<file path="config.mk">
export PLATFORM = sky130hd
export DESIGN_NAME = fp_adder_pipe_flat
export DESIGN_NICKNAME = d
export VERILOG_FILES = /design/src/rtl/fp_pkg.sv /design/src/rtl/fp_adder_pipe_if.sv /design/src/rtl/fp_lzc.sv /design/src/rtl/fp_adder_pipe.sv /design/src/flat_wrapper.sv
export SDC_FILE = /design/constraint.sdc
export NUM_CORES = 1
export LEC_CHECK = 0
export CELL_PAD_IN_SITES_DETAIL_PLACEMENT = 0
export CELL_PAD_IN_SITES_GLOBAL_PLACEMENT = 1
export CORE_ASPECT_RATIO = 0.7
export CORE_MARGIN = 2
export CORE_UTILIZATION = 46
export DETAILED_ROUTE_END_ITERATION = 8
export PLACE_DENSITY = 0.92
export SLEW_MARGIN = 20
export SYNTH_ARGS = -nofsm -noshare
export SYNTH_HDL_FRONTEND = slang
export SYNTH_HIERARCHICAL = 1
export SYNTH_SLANG_ARGS = --single-unit
</file>
<file path="constraint.sdc">
create_clock -name clk -period 6.3 [get_ports clk]
set_input_delay 1.26 -clock clk [delete_from_list [all_inputs] [get_ports clk]]
set_output_delay 1.26 -clock clk [all_outputs]
set_load 0.01 [all_outputs]
</file>
<file path="src/rtl/fp_pkg.sv">
// fp_pkg: shared op encodings and default widths for the fp blocks
package fp_pkg;
  typedef enum logic {OP_ADD = 1'b0, OP_SUB = 1'b1} op_e;
  localparam int EXP_W_DEF = 4;
  localparam int FRAC_W_DEF = 8;
endpackage

</file>
<file path="src/rtl/fp_adder_pipe_if.sv">
// fp_adder_pipe_if: operand/result handshake bundle for fp_adder_pipe
interface fp_adder_pipe_if
  import fp_pkg::*;
#(
  parameter int EXP_W = EXP_W_DEF,
  parameter int FRAC_W = FRAC_W_DEF
);
  logic in_valid, in_ready, op, sign1, sign2;
  logic [EXP_W-1:0] exp1, exp2;
  logic [FRAC_W-1:0] frac1, frac2;
  logic out_valid, out_ready, sign_out, ovf, unf;
  logic [EXP_W-1:0] exp_out;
  logic [FRAC_W-1:0] frac_out;
  modport master(
    output in_valid, op, sign1, sign2, exp1, exp2, frac1, frac2, out_ready,
    input in_ready, out_valid, sign_out, exp_out, frac_out, ovf, unf
  );
  modport slave(
    input in_valid, op, sign1, sign2, exp1, exp2, frac1, frac2, out_ready,
    output in_ready, out_valid, sign_out, exp_out, frac_out, ovf, unf
  );
endinterface

</file>
<file path="src/rtl/fp_lzc.sv">
// fp_lzc: combinational leading-zero count, all-zero input yields FRAC_W
module fp_lzc #(
  parameter int FRAC_W = 8
) (
  input  logic [FRAC_W-1:0]               a,
  output logic [$clog2(FRAC_W+1)-1:0]     lz
);
  localparam int LZ_W = $clog2(FRAC_W + 1);
  always_comb begin
    lz = LZ_W'(FRAC_W);
    for (int i = 0; i < FRAC_W; i++) lz = a[i] ? LZ_W'(FRAC_W - 1 - i) : lz;
  end
endmodule

</file>
<file path="src/rtl/fp_adder_pipe.sv">
// fp_adder_pipe: 3-stage sort/align, add, normalise floating-point adder with valid/ready flow
module fp_adder_pipe
  import fp_pkg::*;
#(
  parameter int EXP_W = EXP_W_DEF,
  parameter int FRAC_W = FRAC_W_DEF
) (
  input logic clk,
  input logic reset,
  fp_adder_pipe_if.slave bus
);
  localparam int LZ_W = $clog2(FRAC_W + 1);
  logic adv, s2e, swap, sb_c, ss_c;
  logic [EXP_W-1:0] eb_c, es_c, d;
  logic [FRAC_W-1:0] fb_c, fs_c, al_c;
  logic v1, sb1, ss1, v2, sg2;
  logic [EXP_W-1:0] e1, e2;
  logic [FRAC_W-1:0] fb1, fs1;
  logic [FRAC_W:0] sum2;
  logic [LZ_W-1:0] lz;
  logic [EXP_W+LZ_W-1:0] ebx, lzx, ex;
  logic sg_c, ov_c, un_c;
  logic [EXP_W-1:0] eo_c;
  logic [FRAC_W-1:0] fo_c;
  assign adv = !bus.out_valid || bus.out_ready;
  assign bus.in_ready = adv;
  always_comb begin
    s2e = bus.sign2 ^ (op_e'(bus.op) == OP_SUB);
    swap = {bus.exp2, bus.frac2} > {bus.exp1, bus.frac1};
    sb_c = swap ? s2e : bus.sign1;
    ss_c = swap ? bus.sign1 : s2e;
    eb_c = swap ? bus.exp2 : bus.exp1;
    es_c = swap ? bus.exp1 : bus.exp2;
    fb_c = swap ? bus.frac2 : bus.frac1;
    fs_c = swap ? bus.frac1 : bus.frac2;
    d = eb_c - es_c;
    al_c = (32'(d) >= FRAC_W) ? '0 : fs_c >> d;
  end
  fp_lzc #(.FRAC_W(FRAC_W)) u_lzc (.a(sum2[FRAC_W-1:0]), .lz(lz));
  always_comb begin
    ebx = {{LZ_W{1'b0}}, e2};
    lzx = {{EXP_W{1'b0}}, lz};
    ex = ebx - lzx;
    sg_c = sg2;
    eo_c = ex[EXP_W-1:0];
    fo_c = sum2[FRAC_W-1:0] << lz;
    ov_c = 1'b0;
    un_c = 1'b0;
    if (sum2[FRAC_W]) begin
      ov_c = &e2;
      eo_c = ov_c ? '1 : e2 + 1'b1;
      fo_c = ov_c ? '1 : sum2[FRAC_W:1];
    end else if (sum2 == '0) begin
      {sg_c, eo_c, fo_c} = '0;
    end else if (lzx > ebx) begin
      {sg_c, eo_c, fo_c} = '0;
      un_c = 1'b1;
    end
  end
  always_ff @(posedge clk or posedge reset) begin
    if (reset) begin
      {v1, sb1, ss1, e1, fb1, fs1} <= '0;
      {v2, sg2, e2, sum2} <= '0;
      {bus.out_valid, bus.sign_out, bus.exp_out, bus.frac_out, bus.ovf, bus.unf} <= '0;
    end else if (adv) begin
      {v1, sb1, ss1, e1, fb1, fs1} <= {bus.in_valid, sb_c, ss_c, eb_c, fb_c, al_c};
      {v2, sg2, e2} <= {v1, sb1, e1};
      sum2 <= (sb1 == ss1) ? {1'b0, fb1} + {1'b0, fs1} : {1'b0, fb1} - {1'b0, fs1};
      {bus.out_valid, bus.sign_out, bus.exp_out, bus.frac_out, bus.ovf, bus.unf} <=
        {v2, sg_c, eo_c, fo_c, ov_c, un_c};
    end
  end
endmodule
</file>
<file path="src/flat_wrapper.sv">
// flat-port wrapper written by rule: the top's interface ports become plain ports
module fp_adder_pipe_flat import fp_pkg::*;
#(
  parameter int EXP_W = EXP_W_DEF,
  parameter int FRAC_W = FRAC_W_DEF
)
  (clk, reset, bus_in_valid, bus_op, bus_sign1, bus_sign2, bus_exp1, bus_exp2, bus_frac1, bus_frac2, bus_out_ready, bus_in_ready, bus_out_valid, bus_sign_out, bus_exp_out, bus_frac_out, bus_ovf, bus_unf);
  fp_adder_pipe_if #(.EXP_W(EXP_W), .FRAC_W(FRAC_W)) bus_i ();
  input logic clk;
  input logic reset;
  input wire logic [$bits(bus_i.in_valid)-1:0] bus_in_valid;
  input wire logic [$bits(bus_i.op)-1:0] bus_op;
  input wire logic [$bits(bus_i.sign1)-1:0] bus_sign1;
  input wire logic [$bits(bus_i.sign2)-1:0] bus_sign2;
  input wire logic [$bits(bus_i.exp1)-1:0] bus_exp1;
  input wire logic [$bits(bus_i.exp2)-1:0] bus_exp2;
  input wire logic [$bits(bus_i.frac1)-1:0] bus_frac1;
  input wire logic [$bits(bus_i.frac2)-1:0] bus_frac2;
  input wire logic [$bits(bus_i.out_ready)-1:0] bus_out_ready;
  output wire logic [$bits(bus_i.in_ready)-1:0] bus_in_ready;
  output wire logic [$bits(bus_i.out_valid)-1:0] bus_out_valid;
  output wire logic [$bits(bus_i.sign_out)-1:0] bus_sign_out;
  output wire logic [$bits(bus_i.exp_out)-1:0] bus_exp_out;
  output wire logic [$bits(bus_i.frac_out)-1:0] bus_frac_out;
  output wire logic [$bits(bus_i.ovf)-1:0] bus_ovf;
  output wire logic [$bits(bus_i.unf)-1:0] bus_unf;
  assign bus_i.in_valid = bus_in_valid;
  assign bus_i.op = bus_op;
  assign bus_i.sign1 = bus_sign1;
  assign bus_i.sign2 = bus_sign2;
  assign bus_i.exp1 = bus_exp1;
  assign bus_i.exp2 = bus_exp2;
  assign bus_i.frac1 = bus_frac1;
  assign bus_i.frac2 = bus_frac2;
  assign bus_i.out_ready = bus_out_ready;
  assign bus_in_ready = bus_i.in_ready;
  assign bus_out_valid = bus_i.out_valid;
  assign bus_sign_out = bus_i.sign_out;
  assign bus_exp_out = bus_i.exp_out;
  assign bus_frac_out = bus_i.frac_out;
  assign bus_ovf = bus_i.ovf;
  assign bus_unf = bus_i.unf;
  fp_adder_pipe #(.EXP_W(EXP_W), .FRAC_W(FRAC_W)) u_core (.clk(clk), .reset(reset), .bus(bus_i));
endmodule
</file>
## After elaboration in Yosys (flattened, before gate mapping)

Index checks and enable logic that the tools add are counted.

- Register bits: 54
- Word-level logic and storage cells: 63
- Output and inout port bits: 17
- Input bits: 31

- $add $sub $neg: 5
- Equal/unequal tests: 1
- Reduce and logical (&&, ||, !) cells: 4
- Order comparisons: 3
- Multiplexer cells: 31
- Bitwise gates (word level): 1
- Shifts and indexed selects: 2

Operator list:

| cell | count |
|---|---|
| 4-bit 2-to-1 mux | 14 |
| 8-bit 2-to-1 mux | 6 |
| 12-bit > comparator | 1 |
| 8-bit by 8-bit adder with 9-bit output | 1 |
| 9-bit zero test | 1 |
| 1-bit 2-to-1 mux | 9 |
| 9-bit 2-to-1 mux | 1 |
| 8-bit by 8-bit subtractor with 9-bit output | 1 |
| 8-bit by 4-bit left shift with 8-bit output | 1 |
| 8-bit by 4-bit >> shifter with 8-bit output | 1 |
| 4-bit subtractor | 2 |
| 7-bit 2-to-1 mux | 1 |
| 4-bit by 1-bit adder with 4-bit output (second input constant) | 1 |
| 4-bit >= comparator (second input constant) | 1 |
| 4-bit > comparator | 1 |
| 4-bit AND reduction | 1 |
| 1-bit equality test | 1 |
| 1-bit zero test | 1 |
| 1-bit logical OR | 1 |
| 1-bit bitwise XOR | 1 |

## Logic depth before layout (Yosys ltp)

- Depth after elaboration: 12
- Depth in mapped cells: 20
- Depth with buffers taken out: 15

## Hierarchy

Netlist, hierarchy kept.

By module, submodules not included:

| module | instances | cells an instance | area each (um^2) |
|---|---|---|---|
| fp_adder_pipe | 1 | 481 | 4045.1 |
| fp_lzc | 1 | 14 | 86.3 |

## Worst setup path before layout

No wires, ideal clock.

- Kind: input -> register
- Start point: in bus_exp1[2]
- End point: reg u_core.fs1[0]
- Stages on the path: 17
- Required time: 6.178 ns
- Data arrival time: 4.750 ns
- Library setup time: 0.122 ns
- Path slack: 1.428 ns
- Cell sequence: inv_1 -> ha_1 -> buf_4 -> a21oi_1 -> a21boi_0 -> nor2_1 -> a31oi_4 -> buf_6 -> buf_2 -> buf_2 -> nor3b_1 -> a21oi_1 -> ha_1 -> mux4_1 -> a222oi_1 -> nand2_1 -> a32o_1

- Longest elaborated chain between the ends: 5
- Elaborated cells on any way between the ends: 8

RTL lines:

| what | line | text |
|---|---|---|
| start, declared | flat_wrapper.sv:15 | `input wire logic [$bits(bus_i.exp1)-1:0] bus_exp1;` |
| 12-bit > comparator | fp_adder_pipe.sv:29 | `swap = {bus.exp2, bus.frac2} > {bus.exp1, bus.frac1};` |
| 4-bit 2-to-1 mux, on equally long branches | fp_adder_pipe.sv:32, fp_adder_pipe.sv:33 |  |
| 4-bit subtractor | fp_adder_pipe.sv:36 | `d = eb_c - es_c;` |
| 8-bit by 4-bit >> shifter with 8-bit output or 4-bit >= comparator (tied branches) | fp_adder_pipe.sv:37 | `al_c = (32'(d) >= FRAC_W) ? '0 : fs_c >> d;` |
| 8-bit 2-to-1 mux * | fp_adder_pipe.sv:37 |  |
| end signal, assigned | fp_adder_pipe.sv:66 | `{v1, sb1, ss1, e1, fb1, fs1} <= {bus.in_valid, sb_c, ss_c, eb_c, fb_c, al_c};` |
| end, declared | fp_adder_pipe.sv:18 | `logic [FRAC_W-1:0] fb1, fs1;` |

Mark *: on every way between the ends. The rest lies on a longest branch, timed or not.
A chain may end at the register's enable or synchronous reset.

## Final worst setup path

- Start point: in bus_exp1[0]
- End point: reg u_core.fs1[0]

Same word-level chain as after synthesis.

==> key figures <==
Synthesis
  • Post-Synth XOR/XNOR Area: 5.06%
  • Asr flop ratio synth: 100%
  • Post-synth EDFFs: 0
  • Register area share after synthesis: 32.7%
  • Synth Area in Compound Gates: 20.2%
  • Synth Cell Area: 4130 sq um
  • Number of distinct library cells after synthesis: 65
  • Syn Inst Count: between 400 and 500
  • Synth warnings: 6
  • Post-synthesis mux area share: 7.45%
  • Adder-cell share of the synthesized area: 9.15%
  • Syn_nets: between 500 and 600
  • Synth Flop Type: dfrtp_1
  • Syn Area/Cell: 8.35 sq um
  • Flops & latches, synth: 54
  • Simple-gate area share of the yosys netlist: 19.9%
  • Combinational family with the most area after synthesis: compound AO/OA/AOI/OAI gates

Layout
  • Finished layout cell area: ~4800 sq um
  • FILL cells: 783
  • Final Non-Filler Cells: 652
  • Commonest cells after routing, fill and taps aside: nand2_1 (77), dfrtp_1 (54), nor2_1 (48)
  • Area growth, synth to finish: 17.4%
  • Seq. cell area: 1350 sq um
  • Most common library cell in the layout ignoring fill and taps: nand2_1
  • Nets: 591
  • Ant. Diodes: 0
  • Area taken by multi-input logic gates: 2560 sq um
  • Share of cells above drive strength 1: between 7 and 8%

Global routing
  • First-pass GRT wire length: 17.8 mm
  • GRT overflow: 0
  • Initial antenna violation count: 0
  • Vias in the first global route: 3,562
  • Total GRT Usage: 22.7%
  • Largest net degree at the start of global routing: 71

Die
  • DIE AREA: about 10000 sq um
  • Initial core utilization: 48.1%
  • Top-Level Pins: 48
  • Core Rows: 28
  • Core ar.: 8580 sq um
  • Chip height: 83.3 um
  • Die Width: 117 um

Worst setup path
  • Setup crit start kind: primary input
  • CP Max Fanout: 15
  • Worst Setup SP: bus_exp1[0]
  • Setup Crit Path Kind: primary input to register
  • Critical Path RT: 6.49 ns
  • FF-to-FF Start: u_core/sum2[4]
  • Arrival @ worst endpoint: between 5 and 6 ns
  • CP endpoint kind: register
  • R2R Setup Slk: 3.06 ns

Place
  • Port buffer count: 47
  • DP Area: 4700 sq um
  • RD Place Congestion: 0.909
  • Detail Placement HPWL: 7.84 mm
  • Cell count after placement: 644

Power
  • Pint: 0.00121 W
  • Switching pwr: roughly 0.00093 W
  • Sw frac: 43.5%
  • Combinational Power Share: 56.8%
  • Power per cell area: around 440 nW/um^2
  • Clock power share: 13.4%
  • Part of the power in registers: 29.8%
  • Maximum vdd drop: 0.180 mV
  • LEAKAGE: 2.13 nW

CTS
  • Clk_lat worst skew: 0.30 ns
  • Post-CTS Resized: 0
  • Post-CTS Setup Bufs: 0
  • Clock transition at path regs: 0.07 ns
  • Clk sinks: 54
  • Max H-tree Level: 2
  • CTS tree: yes
  • Post-CTS Hold Fix Bufs: 0
  • CTS Buf Count: 5
  • Clk buf depth: 2
  • Clk root buf: clkbuf_16

STA
  • Hold_ws: between 0.4 and 0.5 ns
  • Final setup fails: 0
  • Final hold vios: 0
  • Final Cycle Share: between 80 and 90%
  • RSZ-0062 raised after global routing: no
  • Worst-margin pin slew: between 0.7 and 0.8 ns
  • F_max: 0.181 GHz
  • Setup TNS Final: 0 ns
  • Post-route minimum period: 5.53 ns
  • Slew Limit Fails: 0
  • Headroom to the max-slew limit: 51.7%
  • Worst Clk Skew: 0.00506 ns

Flow run
  • # Max-Cap Violations: 0

Worst hold path
  • Hold path start: u_core/v2
  • Worst min path class: register to register

Route
  • TritonRoute pass-1 iters: 6
  • Via density: 5.63
  • DRC Markers: 0
  • Final WL: ~10 mm
  • Antenna Nets Post-Route: 0
  • Routed wire per std cell: between 15 and 20 um
  • First DRT Iteration DRCs: about 270
  • Via count: 3,671

Run status
  • Status: finished clean
==> flip-flops by register name, summed over array words and instances, names as in the netlist <==
name	count
u_core/bus.unf	1
u_core/bus.exp_out	4
u_core/e2	4
u_core/fb1	8
u_core/sb1	1
u_core/e1	4
u_core/sum2	9
u_core/bus.out_valid	1
u_core/sg2	1
u_core/ss1	1
u_core/bus.ovf	1
u_core/bus.frac_out	8
u_core/v1	1
u_core/bus.sign_out	1
u_core/v2	1
u_core/fs1	8
==> per-layer routing <==
metal / vias to the layer above / GRT usage [%] / share of wire [%] / wire length, um
met5: - / 0 / 0 / 0
met4: 0 / 3.96 / 0.60 / 63
met3: 8 / 5.26 / 7.2 / 755
met2: 120 / 32.4 / 42 / 4420
met1: 1721 / 35.1 / 50 / 5250
li1: 1822 / - / - / -
==> path summary, 6_finish.rpt <==
kind                                          end  cells past startpoint
min in group asynchronous  u_core/bus.frac_out[5]                      3
setup reg to reg           u_core/bus.frac_out[1]                     14
max in group asynchronous           u_core/fb1[1]                      3
hold / removal                          u_core/v2                      2
setup / recovery                    u_core/fs1[0]                     12
hold reg to reg                         u_core/v2                      2
==> cell families (layout without fill, tap and decap cells) <==
| logic type | Yosys count | in the layout |
|---|---|---|
| xor+xnor | 20 | 20 |
| fa+ha+maj | 29 | 29 |
| flops | 54 | 54 |
| compound gates | 128 | 128 |
| buf+inv | 56 | 93 |
| simple gates | 184 | 184 |
| mux | 24 | 24 |
==> critical path: stages <==
cell	delay (ns)
clkdlybuf4s50_1	0.48
inv_1	0.09
ha_1	0.62
nand4_1	0.29
a211o_1	0.43
a31oi_4	0.41
a21oi_1	0.12
ha_1	0.58
mux4_1	0.63
a222oi_1	0.43
nand2_1	0.10
a32o_1	0.26
==> area by class of cell <==
class / count / share of cell area (%)
clock buffers: 6 / 2.86
clock inverters: 2 / 0.258
inverters: 32 / 2.48
multi-input cells: 385 / 52.8
flip-flops and latches: 54 / 27.9
well taps: 120 / 3.10
repair buffers: 53 / 10.6
==> synth_stat cells, types with 2 or more instances <==
cell      number  area share (%)
fa_1           2            0.97
xnor2_1        8             1.7
o41ai_1        3            0.64
o21bai_1       5            0.91
a211oi_1       2            0.36
xor2_1         9             1.9
nor2_1        48             4.4
mux2_2         8             2.2
buf_2          4            0.48
o211ai_1       4            0.73
nor4_1         2            0.30
inv_1         31             2.8
mux4_2         2             1.1
nand2_1       77             7.0
nand4_1        9             1.4
o21ai_0       35             4.2
mux4_1         2             1.3
a221oi_1       5             1.1
buf_1          3            0.27
nand3_1       13             1.6
or3_1          4            0.61
a21o_1         4            0.73
a31oi_1        3            0.45
a21oi_1       41             5.0
a32o_1         4            0.97
a211o_1        2            0.42
o31ai_1        2            0.36
clkbuf_1      15             1.4
ha_1          27             8.2
nor3_1         7            0.85
dfrtp_1       54              33
nand2b_1       6            0.91
nor2b_1        7             1.1
and3_1         3            0.45
a22oi_1        2            0.36
mux2i_1       12             2.9
or2_2          2            0.30
==> metrics by stage <==
stage	worst slack, ns	util [%]	total power, W
final	0.773	56.5	0.00213
after global routing	0.362	56.5	0.00234
after CTS	0.793	56.5	0.00214
after detailed placement	0.487	54.7	0.00184
after global placement	0.655	54.7	0.00180
after floorplan	1.43	-	0.00149
==> power by group through the flow <==
stage	sequential (W)	clock [W]	combinational, W
floorplan	0.000607	0	0.000886
detailed placement	0.000639	0	0.00120
CTS	0.000635	0.000291	0.00121
global placement	0.000636	0	0.00117
global route	0.000659	0.000303	0.00138
finish	0.000637	0.000285	0.00121
Power figures use the tool's default switching activity.
